--- config.mk ---
export PLATFORM = sky130hd
export DESIGN_NAME = uart_frame_rx
export DESIGN_NICKNAME = d
export VERILOG_FILES = /design/src/rtl/uart_frame_rx.sv
export SDC_FILE = /design/constraint.sdc
export NUM_CORES = 1
export LEC_CHECK = 0
export CAP_MARGIN = 20
export CORE_ASPECT_RATIO = 0.8
export CORE_MARGIN = 2
export CORE_UTILIZATION = 57
export CTS_CLUSTER_DIAMETER = 40
export CTS_CLUSTER_SIZE = 20
export DETAILED_ROUTE_END_ITERATION = 10
export PLACE_DENSITY = 0.79
export SKIP_CTS_REPAIR_TIMING = 1
export SYNTH_ARGS = -nofsm -noshare
export SYNTH_HDL_FRONTEND = slang
export SYNTH_SLANG_ARGS = --single-unit
--- constraint.sdc ---
create_clock -name clk -period 6.05 [get_ports clk]
set_input_delay 1.21 -clock clk [delete_from_list [all_inputs] [get_ports clk]]
set_output_delay 1.21 -clock clk [all_outputs]
set_load 0.01 [all_outputs]
--- src/rtl/uart_frame_rx.sv ---
// rtl/uart_frame_rx.sv - UART byte-stream deframer: sync, 32-bit big-endian payload, XOR checksum.
// Only checksum-valid words reach rx_word; errors, error count and link status are reported.
module uart_frame_rx #(
  parameter logic [7:0]  SYNC_BYTE    = 8'hA5,
  parameter int          TIMEOUT      = 200_000,
  parameter int          TO_W         = 18,
  parameter int          LINK_TIMEOUT = 5_000_000,
  parameter int          LINK_W       = 23,
  parameter logic [31:0] RESET_WORD   = 32'h0000_0000
) (
  input  logic        clk,
  input  logic        rst,
  input  logic [7:0]  rx_byte,
  input  logic        rx_byte_valid,
  output logic [31:0] rx_word,
  output logic        rx_word_valid,
  output logic        frame_err,
  output logic [7:0]  err_cnt,
  output logic        link_up
);

  typedef enum logic [1:0] {IDLE, DATA, CSUM} state_t;

  state_t            state_q, state_d;
  logic [31:0]       shreg_q, shreg_d;
  logic [7:0]        acc_q, acc_d;
  logic [1:0]        idx_q, idx_d;
  logic [TO_W-1:0]   to_q, to_d;
  logic [31:0]       word_q, word_d;
  logic              valid_q, valid_d;
  logic              err_q, err_d;
  logic [7:0]        errcnt_q, errcnt_d;
  logic              link_q, link_d;
  logic [LINK_W-1:0] lcnt_q, lcnt_d;
  logic              to_fire, good, fail;

  // A strobe on the firing cycle takes priority: the byte is processed instead.
  assign to_fire = (state_q != IDLE) && !rx_byte_valid && (to_q == TO_W'(TIMEOUT - 1));

  always_comb begin
    state_d  = state_q;
    shreg_d  = shreg_q;
    acc_d    = acc_q;
    idx_d    = idx_q;
    good     = 1'b0;
    fail     = 1'b0;
    case (state_q)
      IDLE: begin
        if (rx_byte_valid && rx_byte == SYNC_BYTE) begin
          shreg_d = '0;
          acc_d   = '0;
          idx_d   = '0;
          state_d = DATA;
        end
      end
      DATA: begin
        if (rx_byte_valid) begin
          shreg_d = {shreg_q[23:0], rx_byte};
          acc_d   = acc_q ^ rx_byte;
          idx_d   = idx_q + 2'd1;
          if (idx_q == 2'd3) state_d = CSUM;
        end else if (to_fire) begin
          fail    = 1'b1;
          state_d = IDLE;
        end
      end
      CSUM: begin
        if (rx_byte_valid) begin
          good    = (rx_byte == acc_q);
          fail    = (rx_byte != acc_q);
          state_d = IDLE;
        end else if (to_fire) begin
          fail    = 1'b1;
          state_d = IDLE;
        end
      end
      default: state_d = IDLE;
    endcase

    to_d = (rx_byte_valid || state_q == IDLE || to_fire) ? '0 : to_q + 1'b1;

    word_d   = good ? shreg_q : word_q;
    valid_d  = good;
    err_d    = fail;
    errcnt_d = (fail && errcnt_q != 8'hFF) ? errcnt_q + 8'd1 : errcnt_q;

    link_d = link_q;
    lcnt_d = lcnt_q;
    if (good) begin
      link_d = 1'b1;
      lcnt_d = '0;
    end else if (link_q) begin
      if (lcnt_q == LINK_W'(LINK_TIMEOUT - 1)) begin
        link_d = 1'b0;
        lcnt_d = '0;
      end else begin
        lcnt_d = lcnt_q + 1'b1;
      end
    end
  end

  always_ff @(posedge clk or posedge rst) begin
    if (rst) begin
      state_q  <= IDLE;
      shreg_q  <= '0;
      acc_q    <= '0;
      idx_q    <= '0;
      to_q     <= '0;
      word_q   <= RESET_WORD;
      valid_q  <= 1'b0;
      err_q    <= 1'b0;
      errcnt_q <= '0;
      link_q   <= 1'b0;
      lcnt_q   <= '0;
    end else begin
      state_q  <= state_d;
      shreg_q  <= shreg_d;
      acc_q    <= acc_d;
      idx_q    <= idx_d;
      to_q     <= to_d;
      word_q   <= word_d;
      valid_q  <= valid_d;
      err_q    <= err_d;
      errcnt_q <= errcnt_d;
      link_q   <= link_d;
      lcnt_q   <= lcnt_d;
    end
  end

  assign rx_word       = word_q;
  assign rx_word_valid = valid_q;
  assign frame_err     = err_q;
  assign err_cnt       = errcnt_q;
  assign link_up       = link_q;

endmodule

==> impl_results.rst <==
.. list-table::
   :header-rows: 1

   * - Metric
     - Value
   * - Run status
     - finished, final reports clean
   * - Clk pin slew, worst setup/hold paths
     - 0.06 ns
   * - Final worst slack
     - between 2 and 2.5 ns
   * - Post-synthesis instance area
     - 0.005703 mm2
   * - Clock Tree Buf Depth
     - 2
   * - Power density cells
     - approximately 380 mW/mm2
   * - Per-cell via count in the routed design
     - about 5.7
   * - Cell row count
     - 32
   * - Number of maximum-capacitance violations
     - 0
   * - Horiz. Die Dim
     - between 100 and 150 um
   * - Global route overflow
     - 0
   * - Worst vdd rail ir drop
     - ~0.22 mV
   * - H-tree Lvls
     - 4
   * - Upper clock frequency limit
     - approximately 280 MHz
   * - Setup violations, final
     - 0
   * - Wire per inst
     - 16.42 um
   * - CP Data Required Time
     - around 6.4 ns
   * - TNS Setup
     - 0 ns
   * - Synthesized Nets
     - around 560
   * - Number of synthesized flops with an enable pin
     - 0
   * - Vias in the first global route
     - around 4,200
   * - First-pass iteration count of the detailed router
     - 5
   * - Tightest Hold Check Type
     - reg -> reg
   * - Die area
     - 0.01083 mm2
   * - Worst setup EP type
     - register
   * - Placed standard-cell area
     - ~0.0063 mm2
   * - Antenna Violating Nets Remaining
     - 0
   * - Final Instance Area
     - 0.006917 mm2
   * - CTS Root Cell
     - sky130_fd_sc_hd__clkbuf_16
   * - Data arrival time of the critical path
     - 3.93 ns
   * - Ys async rst share
     - between 90% and 100%
   * - Total global-route track usage
     - 24.30%
   * - Area added between synthesis and finish
     - 21.28%
   * - Inserted Clock Buffers
     - 17
   * - Critical path class
     - in -> reg
   * - RSZ-0062 raised after global routing
     - false
   * - Post-synthesis instance total
     - around 540
   * - Clock latency of the later-clocked register in the worst-skew pair
     - between 0.4 and 0.5 ns
   * - Sequential cell area fraction in the yosys report
     - between 50 and 60%
   * - Synth warn
     - 0
   * - Initial antenna violation count
     - 0
   * - Shortest period the worst path allows
     - approximately 3.6 ns
   * - Predominant post-synthesis flop cell
     - sky130_fd_sc_hd__dfrtp_1
   * - Leakage power total
     - ~3.1 nW
   * - Post-synthesis cell type count
     - between 40 and 50
   * - Final WL
     - between 10,000 and 15,000 um
   * - Fraction of final layout cells with drive strength greater than 1
     - about an eighth
   * - RePlAce Congestion
     - 0.9001
   * - Count of input and output buffers
     - 53
   * - Final nets
     - roughly 610
   * - Effective utilization at floorplan
     - 58.86%
   * - Placement-stage worst setup slack
     - between 2 and 2.5 ns
   * - Slew Limit Headroom
     - between 30% and 40%
   * - Placeable Area
     - around 0.0097 mm2
   * - Max-slew violation total from the final report
     - 0
   * - First-pass GRT wire length
     - between 20,000 and 25,000 um
   * - Worst clock skew
     - between 0.008 and 0.009 ns
   * - I/O pin total
     - 54
   * - Maximum number of pins on one net before global-route repair
     - 72
   * - Die height
     - approximately 93 um
   * - Hold Vio Cnt, Final
     - 0
   * - Avg Synthesized Cell Area
     - about 11 um2
   * - Antenna diode count
     - 0
   * - Hpwl dp
     - between 7000 and 8000 um
   * - Biggest fanout along the worst timing path
     - 40
   * - Initial DRC Count
     - between 300 and 400
   * - Register bit total from synthesis
     - between 100 and 150
   * - Clock tree from TritonCTS
     - built
   * - Remaining design rule violation count
     - 0
   * - Slew @ Worst Pin
     - 0.9621 ns
   * - Number of sinks driven by the clock tree
     - ~130
   * - Element type at the critical path start
     - primary input
   * - Count of vias placed by the detailed router
     - about 4,200
   * - Final worst path period share
     - around three fifths
[sequential cells by signal, summed over array words and instances, names as in the netlist]
signal	count
rx_word	32
shreg_q	32
lcnt_q	23
to_q	18
acc_q	8
err_cnt	8
idx_q	2
state_q	2
frame_err	1
link_up	1
rx_word_valid	1
[metal layers]
| layer | global-route usage (%) | vias up | share of wire, % |
|---|---|---|---|
| met5 | 0 | - | 0 |
| met3 | 7.129 | 18 | 5.4 |
| met4 | 8.036 | 0 | 0.96 |
| li1 | - | 1985 | - |
| met1 | 33.25 | 2107 | 47 |
| met2 | 37.43 | 133 | 47 |
[final timing paths]
check	from	end	slack, ns	cells after the start
max	rx_byte[4]	lcnt_q[12]	2.42	8
min	to_q[0]	to_q[0]	0.49	1
max reg2reg	state_q[0]	lcnt_q[12]	3.37	7
min reg2reg	to_q[0]	to_q[0]	0.49	1
max in group asynchronous	rst	rx_word[31]	3.49	3
min in group asynchronous	rst	to_q[11]	1.33	2
[critical path, stage by stage]
cell                              delay, ns
sky130_fd_sc_hd__clkdlybuf4s50_1       0.56
sky130_fd_sc_hd__xor2_1                0.20
sky130_fd_sc_hd__nor4_1                0.08
sky130_fd_sc_hd__and4_1                0.21
sky130_fd_sc_hd__buf_4                 0.29
sky130_fd_sc_hd__nor2_1                0.81
sky130_fd_sc_hd__a41oi_1               0.24
sky130_fd_sc_hd__a211oi_1              0.30
[metrics by stage]
step | hold slack [ns] | utilization (%) | power [mW] | instances
after floorplan | 0.4406 | - | 1.448 | 539
after global placement | 0.4727 | 65.19 | 1.574 | 709
after detailed placement | 0.4786 | 65.19 | 1.607 | 709
after CTS | 0.4864 | 71.38 | 2.640 | 739
after global routing | 0.4959 | 71.38 | 2.766 | 739
final | 0.4886 | 71.38 | 2.632 | 739
[Yosys cell counts (3+ instances only)]
cell type,instances,area [um2]
sky130_fd_sc_hd__dfrtp_1,128,3203
sky130_fd_sc_hd__nand2_1,87,326.6
sky130_fd_sc_hd__nor2_1,48,180.2
sky130_fd_sc_hd__o21ai_0,45,225.2
sky130_fd_sc_hd__mux2_2,33,371.6
sky130_fd_sc_hd__xor2_1,25,219.0
sky130_fd_sc_hd__o21ai_1,22,110.1
sky130_fd_sc_hd__nand3_1,18,90.09
sky130_fd_sc_hd__a22o_1,12,105.1
sky130_fd_sc_hd__clkbuf_1,12,45.04
sky130_fd_sc_hd__nand4_1,12,75.07
sky130_fd_sc_hd__xnor2_1,11,96.34
sky130_fd_sc_hd__and3_1,9,56.30
sky130_fd_sc_hd__ha_1,8,100.1
sky130_fd_sc_hd__a31oi_1,6,37.54
sky130_fd_sc_hd__buf_2,6,30.03
sky130_fd_sc_hd__nor4_1,6,37.54
sky130_fd_sc_hd__nor3_1,5,25.02
sky130_fd_sc_hd__and4_1,4,35.03
sky130_fd_sc_hd__buf_4,4,30.03
sky130_fd_sc_hd__inv_1,4,15.01
sky130_fd_sc_hd__a21oi_1,3,15.01
sky130_fd_sc_hd__nor2b_1,3,18.77
sky130_fd_sc_hd__o31ai_1,3,22.52
[power by group]
part           internal [mW]  total (mW)  switching (mW)
Clock                  0.676        1.02           0.348
Combinational          0.170       0.464           0.294
Sequential             0.996        1.14           0.147
Total                   1.84        2.63           0.790
[layout make-up]
cell class	instances	area [um2]
Multi-Input combinational cell	383	2357
Inverter	4	17.52
Fill cell	713	2773
Tap cell	136	170.2
Timing Repair Buffer	58	568.0
Clock inverter	5	75.07
Clock buffer	25	525.5
Sequential cell	128	3203
[layout by cell type (no fill, tap or decap), drive strengths merged, types with 2 or more instances in the layout]
cell / count
or2b: 2
nor2: 48
nand4: 12
and3: 9
clkbuf: 25
xor2: 25
o21ai: 67
nand4b: 2
xnor2: 11
and2: 2
buf: 5
and4: 4
bufinv: 2
mux2: 33
nand2: 87
a22o: 12
nand3: 18
dfrtp: 128
nor2b: 3
a21boi: 2
nor3: 5
a31oi: 6
ha: 8
clkinv: 3
o41ai: 3
a21oi: 4
clkdlybuf4s50: 53
or2: 3
inv: 4
o31ai: 3
nor4: 6
[cell families (layout without fill, tap and decap cells)]
| logic type | after synthesis | count (layout) | synth area share [%] |
|---|---|---|---|
| AO/OA/AOI/OAI | 101 | 101 | 10.93 |
| XOR/XNOR | 36 | 36 | 5.529 |
| adder cells (fa/ha/maj) | 8 | 8 | 1.755 |
| AND/OR/NAND/NOR | 205 | 205 | 16.61 |
| multiplexers | 33 | 33 | 6.516 |
| buffers and inverters | 28 | 92 | 2.501 |
| flip-flops | 128 | 128 | 56.16 |
Power figures use the tool's default switching activity.
